**src/rtl/store_lane_cmp.sv**
```systemverilog
// Combinational compare of one observed store lane against one expected table entry.
module store_lane_cmp #(
    parameter int unsigned AW = 32,
    parameter int unsigned DW = 32
) (
    input  logic          strobe,
    input  logic [AW-1:0] addr,
    input  logic [DW-1:0] data,
    input  logic [AW-1:0] exp_addr,
    input  logic [DW-1:0] exp_data,
    output logic          hit,
    output logic          miss
);

    logic eq;

    // Case equality so unknown bits on a strobed lane read as a mismatch.
    assign eq   = ({addr, data} === {exp_addr, exp_data});
    assign hit  = strobe & eq;
    assign miss = strobe & ~eq;

endmodule

```
**config.mk**
```make
export PLATFORM = sky130hd
export DESIGN_NAME = store_lane_cmp
export DESIGN_NICKNAME = d
export VERILOG_FILES = /design/src/rtl/store_lane_cmp.sv
export SDC_FILE = /design/constraint.sdc
export NUM_CORES = 1
export LEC_CHECK = 0
export ABC_AREA = 1
export CAP_MARGIN = 15
export CORE_UTILIZATION = 35
export DETAILED_ROUTE_END_ITERATION = 10
export PLACE_DENSITY = 0.81
export SYNTH_ARGS = -nofsm -noshare
export SYNTH_HDL_FRONTEND = slang
export SYNTH_SLANG_ARGS = --single-unit
```
**constraint.sdc**
```tcl
create_clock -name vclk -period 2.41
set_input_delay 0.723 -clock vclk [all_inputs]
set_output_delay 0.723 -clock vclk [all_outputs]
set_load 0.1 [all_outputs]
```
==> Yosys cells after proc, flatten, opt, wreduce, memory -nomap -nowiden <==
Index checks and enable logic that the tools add are counted.
{ "totals": {"regBits": 0, "input_bits": 129, "output_inout_bits": 2, "wordCells": 4} }
{ "op_classes": {"n_eq_ne": 1, "bitwise_logic": 3} }
{ "ops": {"columns": ["op", "n"], "rows": [
  ["$eqx A64 B64 Y1", 1],
  ["$and A1 B1 Y1", 2],
  ["$not A1 Y1", 1]
]} }

==> Depth between registers and ports, before layout <==
Gate-level depths: netlist of the first run.
{ "depth": {"ltp_word": 3, "depth_mapped": 11} }

==> Worst setup path before layout of the first run <==
No wires, ideal clock.
{ "synth_path": {"path_kind": "in2out", "from": "input data[25]", "to": "output miss", "arrival_time_ps": 2441, "setup_slack_ps": -754, "path_stages": 11, "n_path_buf": 0, "cell_sequence": "nand2_1 -> inv_1 -> nor2_1 -> inv_1 -> nand2_1 -> nor2_1 -> nand2_1 -> nor2_1 -> nand2_1 -> nor2_1 -> nor2_1"} }
{ "synth_via": {"elab_chain_cells": 3} }
{ "synth_rtl": {"columns": ["item", "line_no", "rtl"], "rows": [
  ["start, declared", "8", "input logic [DW-1:0] data,"],
  ["$eqx A64 B64 Y1", "18", "assign eq = ({addr, data} === {exp_addr, exp_data});"],
  ["$not A1 Y1", "20", "assign miss = strobe & ~eq;"],
  ["$and A1 B1 Y1", "20", null],
  ["end, declared", "12", "output logic miss"]
]} }
No other way between the ends.

==> Worst setup path after layout of the first run <==
{ "layout_path": {"from": "input exp_addr[7]", "to": "output miss"} }
{ "layout_via": {"elab_chain_cells": 3} }
{ "layout_rtl": {"columns": ["item", "line_no", "rtl"], "rows": [
  ["start, declared", "9", "input logic [AW-1:0] exp_addr,"],
  ["$eqx A64 B64 Y1", "18", null],
  ["$not A1 Y1", "20", null],
  ["$and A1 B1 Y1", "20", null]
]} }
No other way between the ends.

==> results.cfg, run 1 <==
[timing]
hold_viol = 0
maxSlewViolCount = 0
rsz0062_at_grt = true
setup_tns_ns = -0.2394
timing.hold.ws_ns = 2.115
worst_pin_slew_ns = 0.1717
timing.final.crit_share = 1.051
fmax_mhz = 394.9
slew_headroom = 0.8854
setup_viol = 2
fin_crit_ns = 2.532
layout_setup_ws_ns = -0.1222

[worst_setup_path]
cp-end-kind = primary output
path_max_fanout = 3
critPathLaunchType = input port
cp.required_ns = 1.69
critPathKind = in2out
arrival_ns = 1.81

[floorplanning]
core_sq_um = 4444
die_y_microns = 70.59
die_x_microns = 70.59
placementRows = 24
initial_core_util = 0.3705
die_area_sq_um = 4983
ios = 131

[routing]
ant_nets = 0
drtPass1Iterations = 7
wirelength_mm = 4.944
first_iter_violations = 38
wl_per_cell_microns = 9.435
vias_per_cell = 4.309
vias = 2258
drc = 16

[layout]
most-common-layout-cells = 123 x nand2_1, 91 x buf_2, 56 x nor2_1
fin_nets = 603
nFillCells = 467
nClkBuffers = 0
mostFrequentLayoutCell = nand2_1
diodes = 0
regArea_sq_um = 0
drive_gt1_frac = 0.3729
areaGrowthSynthToFinish_pct = 68.16
nFlopsAndLatches = 0
final_area_sq_um = 2769

[place]
pre_cts_slack_ns = -0.5760
hpwl_mm = 4.350
place.gp.congestion = 0.7161
port_buffers = 131
post_dp_cell_area_sq_um = 3055

[synthesis]
synthCells = 338
syn_area_sq_um = 1647
syn_avg_cell_area_sq_um = 4.872
syn_nets = 467
ys_warn_count = 0
seq_area_frac_synth = 0
synth.distinct_cells = 8

[grt]
grt_start_max_net_pins = 4
antenna_found_initial = 0
grt_first_pass_wirelength_mm = 7.928
grt_use_total = 0.1857
global_route.overflow_total = 0
grt_pass1_vias = 2049

[outcome]
status = complete, but fails checks
violations = design-rule violations, negative setup slack

[pwr]
p_leak_nw = 1.587
powerDensity_nw_per_um2 = 163.2
vdd_ir_drop_max_uv = 75.04

[run]
cap_violations = 0

[min_path]
hold_path_class = in2out

[clock_tree]
ctsHoldBuffers = 0
==> logic make-up (layout without fill, tap and decap cells) <==
kind of cell,after synthesis,count (layout),share of synthesized area
simple gates,204,204,0.4696
buf+inv,60,194,0.1368
xor+xnor,74,74,0.3936
==> layer usage <==
metal  up-vias  wire length, microns  part of all wire  global-route usage
li1       1232                     -                 -                   -
met2        79                  2636              0.53              0.3894
met4         0                    53             0.011             0.01556
met5         -                     0                 0                   0
met3         4                   387             0.078             0.02279
met1       943                  1866              0.38              0.2034
==> what timing repair did <==
action                                  in CTS  in global routing
gates resized for setup                    541                 43
buffers inserted                             0                  3
hold endpoints to repair                     0                  0
pin swaps                                  131                 48
endpoints found under the setup margin       2                  2
==> layout make-up <==
class                           instances  area [sq um]  area share
Multi-Input combinational cell        278          1549      0.5594
Tap cell                               52         65.06     0.02350
Inverter                               60         225.2     0.08134
Timing Repair Buffer                  134         929.6      0.3357
==> synth_stat cells <==
| cell | n | area (sq um) |
|---|---|---|
| nand2_1 | 135 | 506.7 |
| nor2_1 | 66 | 247.7 |
| inv_1 | 58 | 217.7 |
| xnor2_1 | 44 | 385.4 |
| xor2_1 | 30 | 262.8 |
| clkinv_1 | 2 | 7.510 |
| nand4_1 | 2 | 12.51 |
| nor2_2 | 1 | 6.260 |
==> through the flow <==
stage / utilization / instances / power (W)
final: 0.6230 / 524 / 0.0004518
after global routing: 0.6230 / 524 / 0.0005033
after CTS: 0.5850 / 521 / 0.0004247
after detailed placement: 0.6875 / 521 / 0.0004948
after global placement: 0.6875 / 521 / 0.0004830
after floorplan: - / 338 / 0.0002105
==> worst max-delay path: stages <==
cell	delay (ns)
buf_4	0.13
xnor2_1	0.18
nand2_1	0.07
nor2_1	0.08
nand2_1	0.07
nor2_2	0.13
nand2_2	0.08
nor2_4	0.12
nor2_4	0.05
buf_12	0.16
==> final timing paths <==
| check | from | to | slack, ns | depth (start not counted) |
|---|---|---|---|---|
| max | exp_addr[7] | miss | -0.12 | 10 |
| min | addr[29] | hit | 2.12 | 9 |
==> report_power, final <==
part	switching, W	leakage (nW)	internal (W)
Combinational	0.000206	1.59	0.000246
Sequential	0	0	0
Clock	0	0	0
Total	0.000206	1.59	0.000246
No activity file was read; power rests on OpenSTA's default activity.
==> run 2, diff against run 1 <==
Settings changed: SKIP_LAST_GASP set to 1.
==> results of run 2 <==
The final DEF is identical to that of run 1; final timing and power are the same.
==> run 3, diff against run 2 <==
Settings changed: CORE_ASPECT_RATIO set to 1.5, SETUP_SLACK_MARGIN set to 0.02.
==> results.cfg, run 3 (synthesized netlist as in run 1, its figures left out) <==
[timing]
worst_pin_slew_ns = 0.1786
fin_crit_ns = 2.539
layout_setup_ws_ns = -0.1292
timing.hold.ws_ns = 2.108
timing.final.crit_share = 1.054
hold_viol = 0
setup_viol = 2
maxSlewViolCount = 0
fmax_mhz = 393.8
rsz0062_at_grt = true
slew_headroom = 0.8804

[pwr]
powerDensity_nw_per_um2 = 165.1
p_leak_nw = 1.600
vdd_ir_drop_max_uv = 75.35

[min_path]
min-delay-start = addr[29]
hold_path_class = in2out
hold_depth = 9
whs_endpoint = hit

[outcome]
violations = design-rule violations, negative setup slack
status = complete, but fails checks

[layout]
areaGrowthSynthToFinish_pct = 69.91
nFillCells = 475
nClkBuffers = 0
fin_util = 0.6211
most-common-layout-cells = 121 x nand2_1, 83 x buf_2, 54 x nor2_1
nFlopsAndLatches = 0
mostFrequentLayoutCell = nand2_1
diodes = 0
fin_nets = 602
drive_gt1_frac = 0.3949
regArea_sq_um = 0
final_area_sq_um = 2798

[worst_setup_path]
arrival_ns = 1.82
cp-end-kind = primary output
cp.required_ns = 1.69
path_delay_family = simple AND/OR/NAND/NOR gates
crit_cells = 11
path_common_cell = nand2_1
path_max_fanout = 2
worstPathCellList = buf_6 > xnor2_2 > nand2_1 > buf_4 > nor2_2 > nand2_1 > nor2_1 > nand2_1 > nor2_2 > nor2_4 > buf_12
critPathKind = in2out
cp.buffers_inverters = 3
cpPeakStageDelay_ns = 0.16
critPathLaunchType = input port
crit_path_top_delay_cell = buf_12

[floorplanning]
ios = 131
placementRows = 30
die_area_sq_um = 4989
die_x_microns = 58.01
core_sq_um = 4504
die_y_microns = 86.01
initial_core_util = 0.3656

[grt]
grt_first_pass_wirelength_mm = 7.672
grt_start_max_net_pins = 4
grt_use_total = 0.1839
antenna_found_initial = 0
grt_pass1_vias = 2117
global_route.overflow_total = 0

[place]
port_buffers = 131
hpwl_mm = 4.494
place.gp.congestion = 0.7387
post_dp_cell_area_sq_um = 3050

[clock_tree]
ctsHoldBuffers = 0

[run]
cap_violations = 0

[routing]
ant_nets = 0
wirelength_mm = 5.040
first_iter_violations = 45
wl_per_cell_microns = 9.711
drtPass1Iterations = 7
vias_per_cell = 4.401
vias = 2284
drc = 8
==> run 3: cell types whose count changed in the layout (fill, tap and decap cells not counted), sizes merged <==
| cell | change |
|---|---|
| buf | -6 |
| clkbuf | +5 |
==> run 3: timing repair <==
item / 4_1_cts / 5_1_grt
buffers inserted: 2 / 0
endpoints found under the setup margin: 2 / 2
resized for setup: 518 / 72
pin swaps: 132 / 85
==> run 3: layout make-up <==
cell class / count / area [sq um] / share of cell area
tap: 48 / 60.06 / 0.02147
multi-input combinational: 278 / 1572 / 0.5617
inverter: 60 / 225.2 / 0.08050
timing repair buffer: 133 / 940.9 / 0.3363
==> run 3: worst max path at each step <==
stage / slack [ns] / from / to
floorplan: -0.08 / exp_addr[23] / hit
global placement: -0.56 / addr[15] / hit
detailed placement: -0.58 / addr[1] / hit
CTS: -0.16 / data[0] / hit
global route: -0.24 / exp_addr[29] / miss
finish: -0.13 / data[31] / miss
==> run 3: metrics by stage <==
| step | std cells | setup slack [ns] | power, W | setup TNS, ns |
|---|---|---|---|---|
| after floorplan | 338 | -0.08398 | 0.0002105 | -0.08398 |
| final | 519 | -0.1292 | 0.0004619 | -0.2536 |
| after CTS | 519 | -0.1616 | 0.0004228 | -0.2991 |
| after detailed placement | 517 | -0.5768 | 0.0004946 | -1.096 |
| after global routing | 519 | -0.2417 | 0.0005128 | -0.4488 |
| after global placement | 517 | -0.5597 | 0.0004825 | -1.077 |
==> run 3: routing by layer <==
metal / wire length (microns) / global-route usage
met1: 1682 / 0.1772
met2: 3002 / 0.4107
met3: 355 / 0.02112
met4: 0 / 0
met5: 0 / 0
==> run 3: where the power goes <==
part / total [W] / switching (W) / internal [W] / leakage [nW]
registers: 0 / 0 / 0 / 0
logic: 0.000462 / 0.000209 / 0.000253 / 1.60
clock network: 0 / 0 / 0 / 0
